--- config.mk ---
export PLATFORM = sky130hd
export DESIGN_NAME = lmem_hd_unloader
export DESIGN_NICKNAME = d
export VERILOG_FILES = /design/src/rtl/lmem_hd_unloader.sv
export SDC_FILE = /design/constraint.sdc
export NUM_CORES = 1
export LEC_CHECK = 0
export CAP_MARGIN = 10
export CORE_AREA = 2 2 195 197
export CTS_BUF_LIST = sky130_fd_sc_hd__clkbuf_4 sky130_fd_sc_hd__clkbuf_8
export DETAILED_ROUTE_END_ITERATION = 10
export DIE_AREA = 0 0 197 199
export MAX_ROUTING_LAYER = met4
export SYNTH_ARGS = -nofsm -noshare
export SYNTH_HDL_FRONTEND = slang
export SYNTH_SLANG_ARGS = --single-unit
--- constraint.sdc ---
create_clock -name clk -period 3.3 [get_ports clk]
set_clock_uncertainty 0.15 [all_clocks]
set_input_delay 0.33 -clock clk [delete_from_list [all_inputs] [get_ports clk]]
set_output_delay 0.33 -clock clk [all_outputs]
set_load 0.01 [all_outputs]
--- src/rtl/lmem_hd_unloader.sv ---
// lmem_hd_unloader
//   Drives the Lmem unload port after decoding, captures the returned
//   hard-decision vectors and streams the systematic bits out as a
//   circulant-major sequence of HDWIDTH-bit words over valid/ready.
//
// Ports
//   clk, rst            clock, synchronous active-high reset
//   start               one-cycle launch pulse, honoured only when idle
//   busy, done          unload in progress / one-cycle completion pulse
//   unload_en           Lmem unload read strobe (one per issued read)
//   unloadAddress       Lmem unload address (0..WPC-1), held between reads
//   unload_HDout_vec    Lmem hard-decision vector, circulant c at [c*HDWIDTH +: HDWIDTH]
//   hd_data, hd_index   output word and its index c*WPC + a
//   hd_valid, hd_ready  output handshake
//   hd_last             marks word index Kb*WPC-1
module lmem_hd_unloader #(
  parameter int Kb           = 14,
  parameter int Z            = 511,
  parameter int HDWIDTH      = 32,
  parameter int ADDRESSWIDTH = 5,
  parameter int WPC          = 16,
  parameter int RD_LAT       = 2,
  parameter int FIFO_DEPTH   = 4
) (
  input  logic                      clk,
  input  logic                      rst,
  input  logic                      start,
  output logic                      busy,
  output logic                      done,
  output logic                      unload_en,
  output logic [ADDRESSWIDTH-1:0]   unloadAddress,
  input  logic [Kb*HDWIDTH-1:0]     unload_HDout_vec,
  output logic [HDWIDTH-1:0]        hd_data,
  output logic [7:0]                hd_index,
  output logic                      hd_valid,
  input  logic                      hd_ready,
  output logic                      hd_last
);

  localparam int CW       = $clog2(Kb);
  localparam int AW       = $clog2(WPC);
  localparam int PW       = (FIFO_DEPTH > 1) ? $clog2(FIFO_DEPTH) : 1;
  localparam int NW       = $clog2(FIFO_DEPTH + 1);
  localparam int PAD_BITS = Z - HDWIDTH * (WPC - 1);
  localparam int LAST_IDX = Kb * WPC - 1;
  // Valid bits of the final (partial) word of each circulant.
  localparam logic [HDWIDTH-1:0] LAST_MASK = HDWIDTH'((64'd1 << PAD_BITS) - 64'd1);

  typedef enum logic [1:0] {S_IDLE, S_RUN, S_DRAIN, S_DONE} state_t;

  state_t              r_state, w_state_next;
  logic [CW-1:0]       r_c;
  logic [AW-1:0]       r_a;

  // Read-side pipeline: tags each issued read until its data returns.
  logic                r_pv [RD_LAT];
  logic [CW-1:0]       r_pc [RD_LAT];
  logic [AW-1:0]       r_pa [RD_LAT];

  logic [HDWIDTH-1:0]  r_fd [FIFO_DEPTH];
  logic [7:0]          r_fi [FIFO_DEPTH];
  logic [PW-1:0]       r_wp, r_rp;
  logic [NW-1:0]       r_cnt;

  logic                w_pop, w_push, w_issue, w_last_rd;
  logic [7:0]          w_inflight;
  logic [HDWIDTH-1:0]  w_word;
  logic [7:0]          w_index;

  always_comb begin
    w_inflight = '0;
    for (int unsigned k = 0; k < RD_LAT; k++) w_inflight = w_inflight + 8'(r_pv[k]);
    w_pop     = (r_cnt != '0) && hd_ready;
    // Credit: FIFO entries plus reads still in flight, less this cycle's pop.
    w_issue   = (r_state == S_RUN) &&
                ((8'(r_cnt) + w_inflight - 8'(w_pop)) < 8'(FIFO_DEPTH));
    w_last_rd = (r_c == CW'(Kb - 1)) && (r_a == AW'(WPC - 1));
    w_push    = r_pv[RD_LAT-1];
    w_word    = unload_HDout_vec[int'(r_pc[RD_LAT-1]) * HDWIDTH +: HDWIDTH];
    if (r_pa[RD_LAT-1] == AW'(WPC - 1)) w_word = w_word & LAST_MASK;
    w_index   = 8'(int'(r_pc[RD_LAT-1]) * WPC + int'(r_pa[RD_LAT-1]));
  end

  always_comb begin
    w_state_next = r_state;
    unique case (r_state)
      S_IDLE:  if (start) w_state_next = S_RUN;
      S_RUN:   if (w_issue && w_last_rd) w_state_next = S_DRAIN;
      S_DRAIN: if (w_pop && hd_last) w_state_next = S_DONE;
      S_DONE:  w_state_next = S_IDLE;
      default: w_state_next = S_IDLE;
    endcase
  end

  always_ff @(posedge clk) begin
    if (rst) r_state <= S_IDLE;
    else     r_state <= w_state_next;
  end

  always_ff @(posedge clk) begin
    if (rst) begin
      r_c   <= '0;
      r_a   <= '0;
      r_wp  <= '0;
      r_rp  <= '0;
      r_cnt <= '0;
      for (int unsigned k = 0; k < RD_LAT; k++) r_pv[k] <= 1'b0;
    end else begin
      // Counters freeze on the final read so the address holds its last value.
      if (r_state == S_IDLE && start) begin
        r_c <= '0;
        r_a <= '0;
      end else if (w_issue && !w_last_rd) begin
        if (r_a == AW'(WPC - 1)) begin
          r_a <= '0;
          r_c <= r_c + 1'b1;
        end else begin
          r_a <= r_a + 1'b1;
        end
      end
      r_pv[0] <= w_issue;
      for (int unsigned k = 1; k < RD_LAT; k++) r_pv[k] <= r_pv[k-1];
      if (w_push) r_wp <= (r_wp == PW'(FIFO_DEPTH - 1)) ? '0 : r_wp + 1'b1;
      if (w_pop)  r_rp <= (r_rp == PW'(FIFO_DEPTH - 1)) ? '0 : r_rp + 1'b1;
      r_cnt <= r_cnt + NW'(w_push) - NW'(w_pop);
    end
  end

  always_ff @(posedge clk) begin
    r_pc[0] <= r_c;
    r_pa[0] <= r_a;
    for (int unsigned k = 1; k < RD_LAT; k++) begin
      r_pc[k] <= r_pc[k-1];
      r_pa[k] <= r_pa[k-1];
    end
    if (w_push) begin
      r_fd[r_wp] <= w_word;
      r_fi[r_wp] <= w_index;
    end
  end

  assign busy          = (r_state != S_IDLE);
  assign done          = (r_state == S_DONE);
  assign unload_en     = w_issue;
  assign unloadAddress = ADDRESSWIDTH'(r_a);
  assign hd_valid      = (r_cnt != '0);
  assign hd_data       = hd_valid ? r_fd[r_rp] : '0;
  assign hd_index      = hd_valid ? r_fi[r_rp] : '0;
  assign hd_last       = hd_valid && (r_fi[r_rp] == 8'(LAST_IDX));

endmodule

==> qor.csv <==
stage,metric,value,unit
clocking,clk_latency,0.47,ns
worst_hold_path,hold_class,flip-flop to flip-flop,
detailed_routing,vias_per_cell,5.21,
synthesis,syn-num-nets,1237,
sta,drv_slew,0,
synthesis,yosysWarnings,0,
sta,relSlewSlack,43.9,%
clocking,post_cts_buffers,0,
final_layout,postLayoutCoreUtil,46.7,%
synthesis,syn_inst,766,
sta,grt_setup_unrepaired,no,
worst_setup_path,crit_path_top_delay_cell,mux4_1,
placed_design,port_buffers,500,
final_layout,syn2layout_area_growth,56.1,%
synthesis,synth_top_area_share,43.3,%
sta,worst_slew_pin_slew,0.833,ns
worst_setup_path,cp-start-kind,flip-flop,
clocking,cts_tree,built,
synthesis,syn_avg_cell_area,14.5,sq um
synthesis,ys.flop_type,edfxtp_1,
flow_run,maxCapViolCount,0,
worst_setup_path,path_max_fanout,23,
synthesis,synth-seq-cells,197,
synthesis,yosys.area.top_type,edfxtp_1,
sta,finalCritPeriodShare,93.6,%
power_and_ir_drop,combPwrFrac,37.9,%
global_routing,grt_start_max_net_pins,44,
global_routing,antenna_found_initial,18,
power_and_ir_drop,p_clk_share,21.8,%
die,die_w,197,um
worst_setup_path,critical_path.endpoint_type,primary output,
power_and_ir_drop,power_leakage,5.54,nW
global_routing,grt_pass1_vias,9460,
synthesis,yosysUniqueCellTypes,47,
sta,max_freq,0.324,GHz
sta,holdWs,0.186,ns
power_and_ir_drop,irDropWorstVdd,0.000236,V
power_and_ir_drop,p_seq_share,40.3,%
detailed_routing,drt_iter0_markers,745,
detailed_routing,ant_nets,0,
placed_design,post_dp_cell_area,16900,sq um
final_layout,drive_gt1_share,16.2,%
detailed_routing,drc,0,
power_and_ir_drop,totalPowerFinal,7.04,mW
synthesis,ys_seq_area_share,50.0,%
worst_setup_path,critPathArrivalTime,2.61,ns
clocking,clockBufferDepth,2,
final_layout,multi_input_area,5280,sq um
final_layout,seqCellArea,5560,sq um
clocking,htreeDepth,4,
synthesis,synth_edf_count,160,
synthesis,ys_async_sr_fraction,0,%
power_and_ir_drop,intPower,4.95,mW
final_layout,fin_nets,1739,
die,placementRows,71,
synthesis,synthTopCellsByArea,"edfxtp_1, mux4_2, dfxtp_1",
sta,fin_crit,3.09,ns
global_routing,grt_pass1_wl,67600,um
synthesis,synth_area,11100,sq um
clocking,cts_buffers,17,
worst_setup_path,critPathKind,flip-flop to primary output,
detailed_routing,dr.pass1.iters,5,
clocking,cts.clk_slew.worst_paths,0.11,ns
sta,hold_viol_final,0,
die,core_area,37100,sq um
final_layout,final_cell_area,17300,sq um
placed_design,dp_hpwl,40000,um
outcome,outcome,finished clean,
power_and_ir_drop,p_sw,2.09,mW
clocking,clock_sinks,197,
sta,setup_tns,0,ns
die,io_pins,502,
power_and_ir_drop,power_density,406,nW/um^2
worst_setup_path,crit_family,buffers and inverters,
die,die_area,39200,sq um
final_layout,nFillCells,3445,
detailed_routing,routedWlPerCell,27.5,um
worst_setup_path,path_buf_inv,2,
sta,setup_viol,0,
die,die_y,199,um
global_routing,overflow,0,
detailed_routing,routed_wirelength,48600,um
placed_design,gp_congestion,0.970,
die,initial_utilization,29.9,%
detailed_routing,vias,9218,
worst_setup_path,path_cells,buf_12 -> mux4_1 -> nand4_1 -> nor3_1 -> clkdlybuf4s50_1,
power_and_ir_drop,swShare,29.7,%
worst_setup_path,required,2.82,ns
worst_setup_path,slowest_delay,0.64,ns
clocking,cts_root_buf,clkbuf_8,
global_routing,groute.usage.overall,25.5,%
==> timing repair <==
item / 4_1_cts / 5_1_grt
pin swaps: 1 / 1
setup endpoints to repair: 1 / 1
hold buffers: 0 / 0
endpoints found under the hold margin: 0 / 0
gates resized for setup: 4 / 6
==> synth_stat cells, types with 4 or more instances <==
cell type,n
a21oi_1,54
and2_1,44
buf_1,9
buf_2,11
clkbuf_1,38
dfxtp_1,37
edfxtp_1,160
ha_1,18
inv_1,12
mux2i_1,72
mux4_1,5
mux4_2,112
nand2_1,52
nand3_1,7
nor2_1,12
nor3_1,4
o21ai_0,34
o221ai_1,19
o22ai_1,19
==> worst paths after layout <==
check                                start         end  slack (ns)  cells past startpoint
worst max-delay path             flip-flop     hd_last        0.21                      5
worst min-delay path            r_pc[0][1]  r_pc[0][5]        0.19                      0
worst max register to register    r_cnt[2]  r_state[0]        0.44                     10
worst min register to register  r_pc[0][1]  r_pc[0][5]        0.19                      0
==> placed cells by master (no fill, tap or decap), types with 4 or more instances in the layout <==
master,count
mux4_1,5
nor2_1,12
and2_2,4
inv_8,4
o22ai_1,19
nor3_1,4
inv_1,12
o221ai_1,19
inv_6,6
ha_1,18
clkdlybuf4s50_1,499
dfxtp_2,4
mux4_2,112
dfxtp_1,31
a21oi_1,53
o21ai_0,34
nand3_1,6
diode_2,14
clkbuf_8,17
buf_4,36
nand2_1,52
and2_1,40
buf_12,8
mux2i_1,72
edfxtp_1,160
==> cell families (layout without fill, tap and decap cells) <==
kind of cell,Yosys count,in the layout,share of synthesized area [%]
AO/OA/AOI/OAI,144,144,7.87
XOR/XNOR,2,2,0.158
adder cells (fa/ha/maj),19,19,2.21
buffers and inverters,73,588,2.84
flip-flops,197,197,50.0
multiplexers,189,189,30.4
other,1,15,0.0338
AND/OR/NAND/NOR,141,141,6.53
==> per-stage QoR <==
step           instances  worst slack, ns
2_1_floorplan        766            0.321
3_3_place_gp        1723          -0.0841
4_1_cts             1755           0.0397
5_1_grt             1761           0.0234
6_report            1769            0.212
3_5_place_dp        1723          -0.0504
==> registers in the layout (all words and copies together), names as in the netlist, named ones only <==
name	flops
r_fi	32
r_state	2
r_pc	8
r_cnt	3
r_rp	2
r_wp	2
r_a	4
r_pa	8
r_fd	128
r_c	4
r_pv	2
==> final cells by class <==
type	count	share of cell area [%]
Sequential cell	197	32.1
Timing Repair Buffer	544	31.3
Multi-Input combinational cell	496	30.5
Tap cell	474	3.42
Clock buffer	17	1.35
Clock inverter	15	0.895
Inverter	12	0.260
Antenna cell	14	0.202
==> worst reg2reg max path: stages, from the launching register on <==
cell	delay [ns]
dfxtp_1	0.42
or3_1	0.15
nand2_1	0.06
or2_2	0.29
ha_1	0.33
a21oi_2	0.21
a211oi_2	0.12
buf_4	0.14
nor4b_1	0.59
o31a_1	0.24
nor3_1	0.05
==> power by group through the flow <==
| stage | Sequential (mW) | Combinational (mW) | Clock [mW] |
|---|---|---|---|
| after floorplan | 2.86 | 1.17 | 0 |
| after global routing | 2.85 | 2.85 | 1.66 |
| after global placement | 2.89 | 2.64 | 0 |
| after CTS | 2.84 | 2.69 | 1.57 |
| after detailed placement | 2.90 | 2.67 | 0 |
| final | 2.84 | 2.67 | 1.53 |
==> per-layer routing <==
metal  vias to the layer above  wire [um]  global-route usage, %
met3                        22       4020                   4.88
met2                       383      23700                   41.1
li1                       4135          -                      -
met1                      4678      20500                   34.2
met5                         -          0                      -
met4                         0        370                   3.73
No activity file was read; power rests on OpenSTA's default activity.
